`src/rtl/bcd_result_display_if.sv`:
```
// Result bus between the BCD divider and the result display stage.
//   end_division : one-cycle capture strobe from the divider
//   quotient     : 4-digit BCD quotient, digit 3 in [15:12]
//   remainder    : 4-digit BCD remainder, same layout
//   clear        : synchronous request to drop the held result
//   an           : digit enables, active-low one-hot, an[0] = least significant digit
//   seg          : segments {g,f,e,d,c,b,a}, active-low
//   page         : 0 = quotient page shown, 1 = remainder page shown
//   valid        : 1 = a captured result is held
// master = divider/host side, slave = display stage.
interface bcd_result_display_if;
  logic        end_division;
  logic [15:0] quotient;
  logic [15:0] remainder;
  logic        clear;
  logic [3:0]  an;
  logic [6:0]  seg;
  logic        page;
  logic        valid;

  modport master (
    output end_division, quotient, remainder, clear,
    input  an, seg, page, valid
  );

  modport slave (
    input  end_division, quotient, remainder, clear,
    output an, seg, page, valid
  );
endinterface

```
`src/rtl/bcd_result_display.sv`:
```
// Output stage for the 4-digit BCD divider. Captures quotient and remainder
// on end_division and drives a time-multiplexed 4-digit common-anode
// seven-segment display, alternating between a quotient page and a remainder
// page. Provides leading-zero blanking, an "E" for invalid nibbles and a dash
// pattern while no result is held.
// Ports:
//   clk : system clock, all state on the rising edge
//   rst : asynchronous active-low reset
//   bus : result bus (slave side), see bcd_result_display_if
// Parameters:
//   SCAN_DIV    : clock cycles each digit stays selected (>= 1)
//   PAGE_CYCLES : clock cycles each page is shown before toggling (>= 2)
module bcd_result_display #(
  parameter int SCAN_DIV    = 4,
  parameter int PAGE_CYCLES = 64
) (
  input  logic                 clk,
  input  logic                 rst,
  bcd_result_display_if.slave  bus
);

  localparam int PW = (SCAN_DIV > 1) ? $clog2(SCAN_DIV) : 1;
  localparam int TW = $clog2(PAGE_CYCLES);
  localparam logic [PW-1:0] PRE_LAST  = PW'(SCAN_DIV - 1);
  localparam logic [TW-1:0] PAGE_LAST = TW'(PAGE_CYCLES - 1);

  localparam logic [6:0] SEG_DASH  = 7'b0111111;
  localparam logic [6:0] SEG_BLANK = 7'b1111111;
  localparam logic [6:0] SEG_E     = 7'b0000110;

  logic [15:0]   q_held;
  logic [15:0]   r_held;
  logic          valid_q;
  logic          page_q;
  logic [PW-1:0] prescale;
  logic [1:0]    index;
  logic [TW-1:0] page_timer;
  logic [3:0]    an_q;
  logic [6:0]    seg_q;

  logic [15:0]   shown;
  logic [3:0]    nib;
  logic          upper_zero;
  logic [6:0]    seg_next;

  function automatic logic [6:0] seven_seg(input logic [3:0] d);
    case (d)
      4'd0:    return 7'b1000000;
      4'd1:    return 7'b1111001;
      4'd2:    return 7'b0100100;
      4'd3:    return 7'b0110000;
      4'd4:    return 7'b0011001;
      4'd5:    return 7'b0010010;
      4'd6:    return 7'b0000010;
      4'd7:    return 7'b1111000;
      4'd8:    return 7'b0000000;
      4'd9:    return 7'b0010000;
      default: return SEG_BLANK;
    endcase
  endfunction

  // Segment pattern for the digit currently selected by the scan index.
  always_comb begin
    // NOTE: every always_comb output gets a default first so no path can infer a latch.
    shown      = page_q ? r_held : q_held;
    nib        = shown[{index, 2'b00} +: 4];
    upper_zero = 1'b1;
    // A digit is blank only if it and every higher digit are zero; an invalid
    // nibble is nonzero and therefore keeps the digits below it visible.
    for (int j = 0; j < 4; j++) begin
      if (j >= int'(index) && shown[j*4 +: 4] != 4'd0) upper_zero = 1'b0;
    end
    if (!valid_q)                       seg_next = SEG_DASH;
    else if (nib > 4'd9)                seg_next = SEG_E;
    else if (upper_zero && index != 0)  seg_next = SEG_BLANK;
    else                                seg_next = seven_seg(nib);
  end

  always_ff @(posedge clk or negedge rst) begin
    if (!rst) begin
      // NOTE: the capture registers are reset too, so no result survives a reset.
      q_held     <= '0;
      r_held     <= '0;
      valid_q    <= 1'b0;
      page_q     <= 1'b0;
      prescale   <= '0;
      index      <= '0;
      page_timer <= '0;
      an_q       <= 4'b1111;
      seg_q      <= SEG_BLANK;
    end else begin
      // NOTE: sequential state uses non-blocking assignments so every register
      // samples the pre-edge values, independent of statement order.
      // Scan runs free, independent of whether a result is held.
      prescale <= (prescale == PRE_LAST) ? '0 : prescale + 1'b1;
      if (prescale == PRE_LAST) index <= index + 2'd1;

      // Capture has priority over clear.
      if (bus.end_division) begin
        q_held     <= bus.quotient;
        r_held     <= bus.remainder;
        valid_q    <= 1'b1;
        page_q     <= 1'b0;
        page_timer <= '0;
      end else if (bus.clear) begin
        valid_q    <= 1'b0;
        page_q     <= 1'b0;
        page_timer <= '0;
      end else if (valid_q) begin
        if (page_timer == PAGE_LAST) begin
          page_timer <= '0;
          page_q     <= ~page_q;
        end else begin
          page_timer <= page_timer + 1'b1;
        end
      end

      // Outputs are registered from the pre-edge index/page/data: one cycle of latency.
      an_q  <= ~(4'b0001 << index);
      seg_q <= seg_next;
    end
  end

  assign bus.an    = an_q;
  assign bus.seg   = seg_q;
  assign bus.page  = page_q;
  assign bus.valid = valid_q;

endmodule

```
`src/flat_wrapper.sv`:
```
// flat-port wrapper written by rule: the top's interface ports become plain ports
module bcd_result_display_flat 
#(
  parameter int SCAN_DIV    = 4,
  parameter int PAGE_CYCLES = 64
)
  (clk, rst, bus_end_division, bus_quotient, bus_remainder, bus_clear, bus_an, bus_seg, bus_page, bus_valid);
  bcd_result_display_if bus_i ();
  input  logic clk;
  input  logic rst;
  input wire logic [$bits(bus_i.end_division)-1:0] bus_end_division;
  input wire logic [$bits(bus_i.quotient)-1:0] bus_quotient;
  input wire logic [$bits(bus_i.remainder)-1:0] bus_remainder;
  input wire logic [$bits(bus_i.clear)-1:0] bus_clear;
  output wire logic [$bits(bus_i.an)-1:0] bus_an;
  output wire logic [$bits(bus_i.seg)-1:0] bus_seg;
  output wire logic [$bits(bus_i.page)-1:0] bus_page;
  output wire logic [$bits(bus_i.valid)-1:0] bus_valid;
  assign bus_i.end_division = bus_end_division;
  assign bus_i.quotient = bus_quotient;
  assign bus_i.remainder = bus_remainder;
  assign bus_i.clear = bus_clear;
  assign bus_an = bus_i.an;
  assign bus_seg = bus_i.seg;
  assign bus_page = bus_i.page;
  assign bus_valid = bus_i.valid;
  bcd_result_display #(.SCAN_DIV(SCAN_DIV), .PAGE_CYCLES(PAGE_CYCLES)) u_core (.clk(clk), .rst(rst), .bus(bus_i));
endmodule
```
`config.mk`:
```
export PLATFORM = sky130hd
export DESIGN_NAME = bcd_result_display_flat
export DESIGN_NICKNAME = d
export VERILOG_FILES = /design/src/rtl/bcd_result_display_if.sv /design/src/rtl/bcd_result_display.sv /design/src/flat_wrapper.sv
export SDC_FILE = /design/constraint.sdc
export NUM_CORES = 1
export LEC_CHECK = 0
export BUFFER_PORTS_ARGS = -buffer_cell sky130_fd_sc_hd__buf_4
export CORE_AREA = 2 2 82 84
export DETAILED_ROUTE_END_ITERATION = 8
export DIE_AREA = 0 0 84 86
export PLACE_DENSITY_LB_ADDON = 0.3
export SYNTH_ARGS = -nofsm -noshare
export SYNTH_HDL_FRONTEND = slang
export SYNTH_SLANG_ARGS = --single-unit
```
`constraint.sdc`:
```
create_clock -name clk -period 4.3 [get_ports clk]
set_clock_uncertainty 0.15 [all_clocks]
set_input_delay 0.43 -clock clk [delete_from_list [all_inputs] [get_ports clk]]
set_output_delay 0.43 -clock clk [all_outputs]
set_load 0.01 [all_outputs]
```
==> Flow_metrics.wiki, run 1 <==
{| class="wikitable"
! Metric !! Value
|-
| CTS tree || built
|-
| Root buffer cell || sky130_fd_sc_hd__clkbuf_8
|-
| Main flop type after synthesis || sky130_fd_sc_hd__dfrtp_1
|-
| Path type of the worst setup path || reg -> reg
|-
| Number of diodes || 0
|-
| Area fraction of the dominant cell type after synthesis || 0.4042
|-
| Number of buffers inserted by post-CTS setup repair || 0
|-
| Crit-path max FO || 14
|-
| Die outline area || 0.007224 mm²
|-
| Number of library cell types mapped by synthesis || 43
|-
| Total power per unit cell area || 351.4 mW/mm²
|-
| Sum of net half-perimeters after detailed placement || 3572 µm
|-
| Relative max-transition margin || 0.4289
|-
| Total number of clock tree sinks || 55
|-
| Pin count of the biggest net entering global routing || 56
|-
| Starting DRC count in detailed routing || 33
|-
| Cell area after synthesis || 0.002724 mm²
|-
| Final routed DRC violation total || 0
|-
| Die H || 86 µm
|-
| Drt total wl || 4954 µm
|-
| Number of hold buffers added after cts || 0
|-
| Die Width || 84 µm
|-
| # setup viols final || 0
|-
| Core Region || 0.006277 mm²
|-
| Final-stage net count || 293
|-
| Status || finished, final reports clean
|-
| Warnings from Yosys || 0
|-
| Setup repair after global routing missed its margin || no
|-
| Initial Utilization || 0.4339
|-
| Post-synth EDFFs || 0
|-
| Synth top area cells || sky130_fd_sc_hd__dfrtp_1 40%, sky130_fd_sc_hd__mux2_2 13%, sky130_fd_sc_hd__dfstp_2 11%
|-
| Leftover overflow at the end of global routing || 0
|-
| Number of instances in the synthesized netlist || 201
|-
| Seq/Total Area, Yosys || 0.5103
|-
| Top cell types by occurrence after synthesis || 44 x sky130_fd_sc_hd__dfrtp_1, 32 x sky130_fd_sc_hd__mux2_2, 14 x sky130_fd_sc_hd__nor2_1
|-
| Clock-pin transition on the worst setup and hold timing paths || 100 ps
|-
| Total vias in the final route || 1689
|-
| Number of register bits inferred by synthesis || 55
|-
| Upper clock frequency limit || 326.6 MHz
|-
| Maxcap violations || 0
|-
| Routed wire length per instance || 15.29 µm
|-
| Fraction of final layout cells sized beyond drive strength 1 || 0.4494
|-
| Cell with the most instances after synthesis || sky130_fd_sc_hd__dfrtp_1
|-
| Minimum clock period after layout || 3062 ps
|-
| Depth of the worst register-to-register path || 8
|-
| Pin slew with the least headroom to its limit || 832.8 ps
|-
| Final hold violations || 0
|-
| Cts repair resizes || 0
|-
| First-pass GRT wire length || 8507 µm
|-
| Worst hold margin || 16.01 ps
|-
| Post-synth top area cell || sky130_fd_sc_hd__dfrtp_1
|-
| Rows || 29
|-
| Endpoint arrival time on the critical path || 3130 ps
|-
| Post-synthesis async set-or-reset flop share || 1.000
|-
| CTS buffer count || 5
|-
| H-tree levels || 2
|-
| Port Buffer Count || 48
|-
| Number of global-route vias before repair || 1717
|-
| All-layer global routing usage || 0.1481
|-
| Leakage power summed over all cells || 0.001423 µW
|-
| Final critical-path share of the clock period || 0.7121
|-
| Post-synth net total || 248
|-
| Pre-antenna DRT Iters || 4
|-
| Critical path capture point type || flip-flop
|-
| Setup TNS Final || 0 ps
|-
| Number of max-slew violations in the final report || 0
|-
| Weighted congestion at the end of routability-driven global placement || 0.8121
|-
| Post-synthesis average cell area || 13.55 µm²
|-
| Number of antenna violations at the first check in global routing || 0
|-
| Insertion delay to the later sink of the worst-skew pair || 310 ps
|-
| Required @ worst endpoint || 4370 ps
|-
| Layout overhead on the synthesized area || 18.19%
|-
| Highest ir drop seen on vdd || 0.0002220 V
|-
| Via-per-instance ratio || 5.213
|-
| Count of nets left with antenna violations after detail routing || 0
|-
| Number of top-level pins || 49
|-
| Longest Clk Path Bufs || 2
|-
| Worst Hold Class || in -> async
|-
| Launching element type of the critical path || flip-flop
|}
[logic make-up after synthesis]
family / after synthesis / share of synthesized area
buffers and inverters: 21 / 0.04548
DFF: 55 / 0.5103
AOI/OAI and AO/OA: 25 / 0.06706
and+or+nand+nor: 35 / 0.06523
xor gates and xnor gates: 7 / 0.02251
adders and majority gates: 11 / 0.05053
muxes: 47 / 0.2389
[state kept, by name, indices dropped and copies added (netlist names)]
signal,cells
u_core.bus.an,4
u_core.bus.page,1
u_core.bus.seg,7
u_core.bus.valid,1
u_core.index,2
u_core.page_timer,6
u_core.prescale,2
u_core.q_held,16
u_core.r_held,16
[metal layers]
| layer | vias up | track usage | share of wire |
|---|---|---|---|
| li1 | 808 | - | - |
| met4 | 0 | 0.04692 | 0.019 |
| met5 | - | 0 | 0 |
| met2 | 42 | 0.2284 | 0.46 |
| met1 | 830 | 0.2066 | 0.48 |
| met3 | 9 | 0.03850 | 0.041 |
[critical path: stages, from the launching register on]
cell                      delay (ps)
sky130_fd_sc_hd__dfrtp_1         720
sky130_fd_sc_hd__mux4_1          620
sky130_fd_sc_hd__mux2i_1         350
sky130_fd_sc_hd__inv_1           130
sky130_fd_sc_hd__ha_1            220
sky130_fd_sc_hd__or2_2           310
sky130_fd_sc_hd__a21o_2          240
sky130_fd_sc_hd__o31ai_1         100
sky130_fd_sc_hd__o21ai_1         140
[placed cells by master (no fill, tap or decap), drive strengths merged, types with 4 or more instances in the layout]
master	netlist	final
dfstp	11	11
mux2i	7	7
clkbuf	8	6
nand2	5	5
nor2	14	14
mux2	32	32
mux4	8	8
dfrtp	44	44
o21ai	5	5
a21oi	5	5
buf	2	48
inv	11	12
xor2	6	6
nor4	4	4
ha	11	11
[through the flow]
step | setup WS (ps) | std cells | area, µm² | util | power, µW
3_5_place_dp | 1255 | 316 | 3098 | 0.4935 | 779.9
5_1_grt | 1008 | 324 | 3219 | 0.5129 | 1189
4_1_cts | 1234 | 324 | 3219 | 0.5129 | 1143
3_3_place_gp | 1393 | 316 | 3098 | 0.4935 | 776.4
2_1_floorplan | 1607 | 201 | 2724 | - | 708.3
6_report | 1238 | 324 | 3219 | 0.5129 | 1131
[power by group]
group | internal (µW) | leakage, µW | switching, µW
clock | 192 | 0.0000618 | 172
combinational | 97.4 | 0.000712 | 73.8
sequential | 567 | 0.000649 | 29.9
[final timing paths]
kind | start | end | slack [ps]
max | u_core.bus.page | u_core.bus.seg[0] | 1240
min | rst | u_core.index[1] | 20
max reg2reg | u_core.bus.page | u_core.bus.seg[0] | 1240
min reg2reg | u_core.prescale[0] | u_core.prescale[0] | 290
max in group asynchronous | rst | u_core.page_timer[0] | 3550
min in group clk | bus_clear | u_core.bus.valid | 150
[area by class of cell]
| cell class | instances | area [µm²] |
|---|---|---|
| tap | 77 | 96.34 |
| clock buffer | 6 | 82.58 |
| clock inverter | 2 | 38.79 |
| fill | 561 | 3058 |
| inverter | 11 | 41.29 |
| sequential | 55 | 1390 |
| timing repair buffer | 48 | 360.3 |
| multi-input combinational | 125 | 1210 |
Power figures use the tool's default switching activity.
==> inputs of run 2 (changes only) <==
--- a/config.mk
+++ b/config.mk
@@ -5,10 +5,11 @@
 export SDC_FILE = /design/constraint.sdc
 export NUM_CORES = 1
 export LEC_CHECK = 0
+export ABC_AREA = 1
 export BUFFER_PORTS_ARGS = -buffer_cell sky130_fd_sc_hd__buf_4
-export CORE_AREA = 2 2 82 84
+export CORE_AREA = 2 2 84 86
 export DETAILED_ROUTE_END_ITERATION = 8
-export DIE_AREA = 0 0 84 86
+export DIE_AREA = 0 0 86 88
 export PLACE_DENSITY_LB_ADDON = 0.3
 export SYNTH_ARGS = -nofsm -noshare
 export SYNTH_HDL_FRONTEND = slang
==> constraint.sdc (replaced) <==
create_clock -name clk -period 2.5 [get_ports clk]
set_clock_uncertainty 0.15 [all_clocks]
set_input_delay 0.25 -clock clk [delete_from_list [all_inputs] [get_ports clk]]
set_output_delay 0.25 -clock clk [all_outputs]
set_load 0.01 [all_outputs]
==> run 2 against run 1 <==
  * Setup slack got worse by 920 ps
  * Die area rose by 4.8%
  * Critical endpoint is now u_core.bus.seg[3]
  * Utilization rose by 4.6 points
  * Power rose by 87%
  * Critical path type unchanged
  * Wire length grew 21%
==> Flow_metrics.wiki, run 2 <==
{| class="wikitable"
! Metric !! Value
|-
| Status || finished, final reports clean
|-
| Power after layout || 2110 µW (+87%)
|-
| Total power per unit cell area || 567.9 mW/mm² (+62%)
|-
| Count of placed standard cells including taps || 488 (+54%)
|-
| Cell with the most instances after synthesis || sky130_fd_sc_hd__nand2_1
|-
| Die H || 88 µm (+2.3%)
|-
| Beginning of the worst hold path || bus_remainder[14]
|-
| Cell area after synthesis || 0.002870 mm² (+5.4%)
|-
| Routed wire length per instance || 11.33 µm (-26%)
|-
| Weighted congestion at the end of routability-driven global placement || 0.8928 (+9.9%)
|-
| Number of global-route vias before repair || 2372 (+38%)
|-
| Most frequent standard cell in the layout excluding fill and tap cells || sky130_fd_sc_hd__nand2_1
|-
| Switching power total || 609.8 µW (+120%)
|-
| Warnings from Yosys || 0 (unchanged)
|-
| CTS buffer count || 5 (unchanged)
|-
| Drt total wl || 5980 µm (+21%)
|-
| # setup viols final || 0 (unchanged)
|-
| First-pass GRT wire length || 10450 µm (+23%)
|-
| Worst hold margin || 6.688 ps (-9.321 ps)
|-
| Area fraction of the dominant cell type after synthesis || 0.3836 (-0.02062)
|-
| Multi-input gate area || 0.001252 mm² (+3.5%)
|-
| Post-Place Cell Area || 0.003279 mm² (+5.9%)
|-
| Insertion delay to the later sink of the worst-skew pair || 320 ps (about the same)
|-
| Share of total power in combinational logic || 0.223 (+0.072)
|-
| Pin slew with the least headroom to its limit || 662.9 ps (-169.8 ps)
|-
| Sum of net half-perimeters after detailed placement || 4273 µm (+20%)
|-
| Crit-path max FO || 10 (-4)
|-
| Leftover overflow at the end of global routing || 0 (unchanged)
|-
| Layout overhead on the synthesized area || 29.47%
|-
| Die outline area || 0.007568 mm² (+4.8%)
|-
| Minimum clock period after layout || 2187 ps (-875.3 ps)
|-
| Setup repair after global routing missed its margin || no
|-
| Slowest stage cell, crit path || sky130_fd_sc_hd__dfrtp_1
|-
| Seq/Total Area, Yosys || 0.4843 (-0.02603)
|-
| Initial Utilization || 0.4320 (-0.001910)
|-
| Worst r2r dst || u_core.bus.seg[3]
|-
| Pre-antenna DRT Iters || 4 (unchanged)
|-
| Final routed DRC violation total || 0 (unchanged)
|-
| Number of instances in the synthesized netlist || 369 (+84%)
|-
| CTS tree || built
|-
| Number of top-level pins || 49 (unchanged)
|-
| Number of buffers inserted by post-CTS setup repair || 0 (unchanged)
|-
| Final Instance Area || 0.003716 mm² (+15%)
|-
| Beginning of the worst register-to-register path || u_core.index[1]
|-
| Capture point of the critical path || u_core.bus.seg[3]
|-
| Clock-pin transition on the worst setup and hold timing paths || 100 ps (about the same)
|-
| Required @ worst endpoint || 2600 ps (-1770 ps)
|-
| Post-synth EDFFs || 0 (unchanged)
|-
| Worst Hold Class || in -> reg
|-
| Final critical-path share of the clock period || 0.8747 (+0.1626)
|-
| Startpoint of the most critical setup path || u_core.index[1]
|-
| Post-synthesis average cell area || 7.778 µm² (-43%)
|-
| Rows || 30 (+3.4%)
|-
| Fraction of final layout cells sized beyond drive strength 1 || 0.1920 (-0.2574)
|-
| Setup TNS Final || 0 ps (unchanged)
|-
| Cts repair resizes || 0 (unchanged)
|-
| Endpoint arrival time on the critical path || 2280 ps (-850 ps)
|-
| FILL cells || 619 (+10%)
|-
| H-tree levels || 2 (unchanged)
|-
| Cell-by-cell listing of the critical path || clkinv_1, nand3_1, nand2_1, ha_1, inv_1, nand3_1, nand3_1, nand3_1, nand2_1, nand2_1
|-
| Proportion of power drawn by flip-flops and latches || 0.487 (-0.040)
|-
| Total number of clock tree sinks || 55 (unchanged)
|-
| Die Width || 86 µm (+2.4%)
|-
| All-layer global routing usage || 0.1739 (+0.02580)
|-
| Net Sw Frac || 0.2889 (+0.04560)
|-
| Number of library cell types mapped by synthesis || 25 (-42%)
|-
| Final-stage net count || 494 (+69%)
|-
| Relative max-transition margin || 0.5580 (+0.1291)
|-
| Launching element type of the critical path || flip-flop
|-
| Number of diodes || 0 (unchanged)
|-
| Critical Path Most Common Cell || sky130_fd_sc_hd__nand3_1
|-
| Upper clock frequency limit || 457.3 MHz (+40%)
|-
| Synth top area cells || sky130_fd_sc_hd__dfrtp_1 38%, sky130_fd_sc_hd__nand2_1 20%, sky130_fd_sc_hd__dfstp_2 10%
|-
| Register-to-register path setup slack || 310 ps (-920 ps)
|-
| Total vias in the final route || 2472 (+46%)
|-
| Post-synth top area cell || sky130_fd_sc_hd__dfrtp_1
|-
| Core Region || 0.006644 mm² (+5.8%)
|-
| Via-per-instance ratio || 4.682 (-10%)
|-
| Longest Clk Path Bufs || 2 (unchanged)
|-
| Depth of the worst register-to-register path || 10 (+2)
|-
| Port Buffer Count || 48 (unchanged)
|-
| Starting DRC count in detailed routing || 173 (+420%)
|-
| Delay contributed by the slowest stage of the critical path || 560 ps (-160 ps)
|-
| Critical path capture point type || flip-flop
|-
| Number of antenna violations at the first check in global routing || 0 (unchanged)
|-
| Leakage power summed over all cells || 0.001941 µW (+36%)
|-
| Count of nets left with antenna violations after detail routing || 0 (unchanged)
|-
| Commonest cells after routing, fill and taps aside || 151 x sky130_fd_sc_hd__nand2_1, 52 x sky130_fd_sc_hd__buf_4, 44 x sky130_fd_sc_hd__dfrtp_1
|-
| Final cell count without fillers || 528 (+63%)
|-
| Top cell types by occurrence after synthesis || 151 x sky130_fd_sc_hd__nand2_1, 44 x sky130_fd_sc_hd__dfrtp_1, 35 x sky130_fd_sc_hd__inv_1
|-
| Root buffer cell || sky130_fd_sc_hd__clkbuf_8
|-
| Relative contribution of the clock network to total power || 0.290 (-0.031)
|-
| Number of max-slew violations in the final report || 0 (unchanged)
|-
| Number of register bits inferred by synthesis || 55 (unchanged)
|-
| Main flop type after synthesis || sky130_fd_sc_hd__dfrtp_1
|-
| Path type of the worst setup path || reg -> reg
|-
| Final hold violations || 0 (unchanged)
|-
| Cell internal pwr || 1501 µW (+75%)
|-
| Pin count of the biggest net entering global routing || 56 (unchanged)
|-
| Highest ir drop seen on vdd || 0.0002779 V (+25%)
|-
| Post-synthesis async set-or-reset flop share || 1.000 (unchanged)
|-
| Post-synth net total || 416 (+68%)
|-
| Maxcap violations || 0 (unchanged)
|-
| Register cell area after layout || 0.001390 mm² (unchanged)
|}
-- run 2: cell count changes after synthesis, moves of 5 or more --
| cell | change |
|---|---|
| sky130_fd_sc_hd__mux2i_1 | -5 |
| sky130_fd_sc_hd__o21ai_0 | +20 |
| sky130_fd_sc_hd__nand2_1 | +146 |
| sky130_fd_sc_hd__inv_1 | +25 |
| sky130_fd_sc_hd__nand3_1 | +29 |
| sky130_fd_sc_hd__nand3_2 | +5 |
| sky130_fd_sc_hd__nor2_1 | +9 |
| sky130_fd_sc_hd__nand2_2 | +5 |
| sky130_fd_sc_hd__mux2_2 | -32 |
-- run 2: cell families after synthesis --
logic type / after synthesis / share of synthesized area
simple gates: 217 / 0.3165
flops: 55 / 0.4843
buf+inv: 52 / 0.07934
compound gates: 31 / 0.06277
fa+ha+maj: 11 / 0.04795
xor+xnor: 3 / 0.009156
-- run 2: final cells by class --
type / count / area share
Clock buffer: 5 / 0.01852
Clock inverter: 3 / 0.01279
Inverter: 39 / 0.03939
Multi-Input combinational cell: 262 / 0.3370
Sequential cell: 55 / 0.3741
Tap cell: 80 / 0.02694
Timing Repair Buffer: 84 / 0.1912
-- run 2: metal layers --
metal  track usage  vias to the layer above  part of all wire
met5             0                        -                 0
met4       0.05628                        0             0.015
met3       0.02828                        7             0.036
met2        0.3058                       49              0.48
met1        0.2194                     1123              0.47
li1              -                     1293                 -
-- run 2: per-stage QoR --
step | util | worst slack, ps
final | 0.5593 | 313.1
after detailed placement | 0.4936 | 353.7
after global placement | 0.4936 | 331.6
after global routing | 0.5593 | 83.85
after floorplan | - | 526.6
after CTS | 0.5593 | 319.9
-- run 2: how the worst min path moves through the flow --
stage / depth (start not counted) / endpoint
floorplan: 0 / u_core.bus.page
global placement: 1 / u_core.q_held[11]
detailed placement: 1 / u_core.q_held[11]
CTS: 3 / u_core.r_held[14]
global route: 3 / u_core.r_held[14]
finish: 3 / u_core.r_held[14]
-- run 2: repair_timing --
action	in CTS	in global routing
endpoints found under the setup margin	0	0
hold buffers	32	0
hold endpoints to repair	75	0
-- run 2: worst max-delay path: cells and delay by family (launching register included) --
kind                     cells  cell delay (ps)
adder cells (fa/ha/maj)      1              240
AND/OR/NAND/NOR              7              720
buffers and inverters        2              450
flip-flops                   1              560
-- run 2: power by group through the flow --
| stage | Sequential, µW | Combinational [µW] | Clock (µW) |
|---|---|---|---|
| after floorplan | 1050 | 270 | 0 |
| after global placement | 1040 | 424 | 0 |
| after detailed placement | 1040 | 433 | 0 |
| after CTS | 1030 | 474 | 625 |
| after global routing | 1040 | 538 | 657 |
| final | 1030 | 470 | 612 |
==> inputs of run 3 (changes only) <==
--- a/config.mk
+++ b/config.mk
@@ -10,6 +10,7 @@
 export CORE_AREA = 2 2 84 86
 export DETAILED_ROUTE_END_ITERATION = 8
 export DIE_AREA = 0 0 86 88
+export HOLD_SLACK_MARGIN = 0.05
 export PLACE_DENSITY_LB_ADDON = 0.3
 export SYNTH_ARGS = -nofsm -noshare
 export SYNTH_HDL_FRONTEND = slang
==> run 3 against run 2 <==
  * Clock power barely moved
  * Via count did not move
  * Final area rose by 0.54%
  * Sequential power barely moved
  * Largest cell class unchanged
  * Largest power group unchanged
  * Combinational power barely moved
  * Critical endpoint is now u_core.bus.seg[6]
  * Global-route usage rose by 0.20 points
  * Highest routed layer unchanged
  * Setup slack improved by 15 ps
  * Flip-flop and latch count did not move
  * Die area did not move
  * Register-to-register slack barely moved
  * First-iteration DRC count rose by 11%
==> Flow_metrics.wiki, run 3 (synthesis gave the netlist of run 2 again) <==
{| class="wikitable"
! Metric !! Value
|-
| Fraction of final layout cells sized beyond drive strength 1 || 0.1911 (-0.0008532)
|-
| Worst hold margin || 126.4 ps (+119.7 ps)
|-
| Worst Hold Class || in -> reg
|-
| Final critical-path share of the clock period || 0.8688 (-0.005968)
|-
| Starting DRC count in detailed routing || 192 (+11%)
|-
| Via-per-instance ratio || 4.664 (-0.38%)
|-
| Net Sw Frac || 0.2879 (-0.001004)
|-
| Final design utilization || 0.5623 (+0.003013)
|-
| Number of diodes || 0 (unchanged)
|-
| Relative max-transition margin || 0.5580 (about the same)
|-
| Endpoint arrival time on the critical path || 2270 ps (about the same)
|-
| Required @ worst endpoint || 2600 ps (about the same)
|-
| Final-stage net count || 496 (+0.40%)
|-
| # setup viols final || 0 (unchanged)
|-
| Minimum clock period after layout || 2172 ps (-14.92 ps)
|-
| Number of antenna violations at the first check in global routing || 0 (unchanged)
|-
| Share of total power in combinational logic || 0.223 (about the same)
|-
| Switching power total || 607.6 µW (-0.35%)
|-
| Highest ir drop seen on vdd || 0.0002774 V (-0.18%)
|-
| CTS buffer count || 5 (unchanged)
|-
| Routed wire length per instance || 11.33 µm (about the same)
|-
| Proportion of power drawn by flip-flops and latches || 0.487 (about the same)
|-
| Most frequent standard cell in the layout excluding fill and tap cells || sky130_fd_sc_hd__nand2_1
|-
| Layout overhead on the synthesized area || 30.17%
|-
| Insertion delay to the later sink of the worst-skew pair || 320 ps (about the same)
|-
| Number of global-route vias before repair || 2373 (+0.042%)
|-
| Pre-antenna DRT Iters || 4 (unchanged)
|-
| Setup TNS Final || 0 ps (unchanged)
|-
| Die Width || 86 µm (unchanged)
|-
| Crit-path max FO || 10 (unchanged)
|-
| Relative contribution of the clock network to total power || 0.289 (about the same)
|-
| Clock-pin transition on the worst setup and hold timing paths || 100 ps (about the same)
|-
| Number of buffers inserted by post-CTS setup repair || 0 (unchanged)
|-
| Rows || 30 (unchanged)
|-
| Core Region || 0.006644 mm² (unchanged)
|-
| Leakage power summed over all cells || 0.001950 µW (+0.43%)
|-
| Die H || 88 µm (unchanged)
|-
| CTS tree || built
|-
| Root buffer cell || sky130_fd_sc_hd__clkbuf_8
|-
| Port Buffer Count || 48 (unchanged)
|-
| Maxcap violations || 0 (unchanged)
|-
| Pin count of the biggest net entering global routing || 56 (unchanged)
|-
| Upper clock frequency limit || 460.4 MHz (+0.69%)
|-
| Setup repair after global routing missed its margin || no
|-
| Multi-input gate area || 0.001252 mm² (unchanged)
|-
| Initial Utilization || 0.4320 (unchanged)
|-
| Cell internal pwr || 1503 µW (+0.13%)
|-
| Total vias in the final route || 2472 (unchanged)
|-
| First-pass GRT wire length || 10540 µm (+0.93%)
|-
| H-tree levels || 2 (unchanged)
|-
| Longest Clk Path Bufs || 2 (unchanged)
|-
| Total number of clock tree sinks || 55 (unchanged)
|-
| Total power per unit cell area || 564.8 mW/mm² (-0.54%)
|-
| Sum of net half-perimeters after detailed placement || 4273 µm (unchanged)
|-
| Number of top-level pins || 49 (unchanged)
|-
| Launching element type of the critical path || flip-flop
|-
| Leftover overflow at the end of global routing || 0 (unchanged)
|-
| Die outline area || 0.007568 mm² (unchanged)
|-
| Critical path capture point type || flip-flop
|-
| Path type of the worst setup path || reg -> reg
|-
| Power after layout || 2110 µW (about the same)
|-
| Final hold violations || 0 (unchanged)
|-
| Count of nets left with antenna violations after detail routing || 0 (unchanged)
|-
| Register cell area after layout || 0.001390 mm² (unchanged)
|-
| Status || finished, final reports clean
|-
| All-layer global routing usage || 0.1759 (+0.002004)
|-
| Weighted congestion at the end of routability-driven global placement || 0.8928 (unchanged)
|-
| Cts repair resizes || 0 (unchanged)
|-
| Drt total wl || 6006 µm (+0.43%)
|-
| Pin slew with the least headroom to its limit || 663.1 ps (+0.1341 ps)
|-
| FILL cells || 617 (-0.32%)
|-
| Commonest cells after routing, fill and taps aside || 151 x sky130_fd_sc_hd__nand2_1, 52 x sky130_fd_sc_hd__buf_4, 44 x sky130_fd_sc_hd__dfrtp_1
|-
| Final routed DRC violation total || 0 (unchanged)
|-
| Number of max-slew violations in the final report || 0 (unchanged)
|}
-- run 3: cell count changes in the layout (fill, tap and decap cells not counted), sizes merged --
| cell | delta |
|---|---|
| dlygate4sd3 | +2 |
-- run 3: path summary, 6_finish.rpt --
path	startpoint	to	slack, ps	depth (start not counted)
min in group asynchronous	rst	u_core.q_held[11]	350	2
max in group asynchronous	rst	u_core.page_timer[0]	1400	2
min reg2reg	u_core.prescale[0]	u_core.prescale[0]	290	1
min	bus_end_division	u_core.bus.page	130	4
max	u_core.index[1]	u_core.bus.seg[6]	330	9
max reg2reg	u_core.index[1]	u_core.bus.seg[6]	330	9
-- run 3: what timing repair did --
item	in CTS	in global routing
endpoints found under the hold margin	77	0
endpoints found under the setup margin	0	0
hold buffers	34	0
-- run 3: layer usage --
| metal | vias to the layer above | GRT usage | wire length, µm |
|---|---|---|---|
| li1 | 1296 | - | - |
| met1 | 1120 | 0.2236 | 2751 |
| met2 | 49 | 0.3080 | 2927 |
| met3 | 7 | 0.02828 | 240 |
| met4 | 0 | 0.05628 | 87 |
| met5 | - | 0 | 0 |
-- run 3: cell type report --
cell class | count | share of cell area
sequential | 55 | 0.3721
tap | 80 | 0.02679
inverter | 39 | 0.03918
timing repair buffer | 86 | 0.1956
clock inverter | 3 | 0.01273
multi-input combinational | 262 | 0.3352
clock buffer | 5 | 0.01842
-- run 3: per-stage QoR --
step / setup WS (ps) / cell area, µm² / instances
CTS: 319.9 / 3736 / 530
global placement: 331.6 / 3279 / 488
global route: 83.85 / 3736 / 530
finish: 328.1 / 3736 / 530
detailed placement: 353.7 / 3279 / 488
floorplan: 526.6 / 2870 / 369
-- run 3: worst max-delay path, cell delays in order (launching register included) --
cell and delay, ps:
sky130_fd_sc_hd__dfrtp_1 550, sky130_fd_sc_hd__clkinv_1 330, sky130_fd_sc_hd__nand3_1 170, sky130_fd_sc_hd__nand2_1 140, sky130_fd_sc_hd__inv_1 110, sky130_fd_sc_hd__ha_1 140
sky130_fd_sc_hd__inv_1 70, sky130_fd_sc_hd__o211ai_4 230, sky130_fd_sc_hd__nand2_2 80, sky130_fd_sc_hd__nor2_1 120
-- run 3: power groups by stage --
| stage | Combinational, µW | Clock [µW] | Sequential, µW |
|---|---|---|---|
| floorplan | 270 | 0 | 1050 |
| global placement | 424 | 0 | 1040 |
| detailed placement | 433 | 0 | 1040 |
| CTS | 476 | 625 | 1030 |
| global route | 541 | 657 | 1040 |
| finish | 472 | 611 | 1030 |
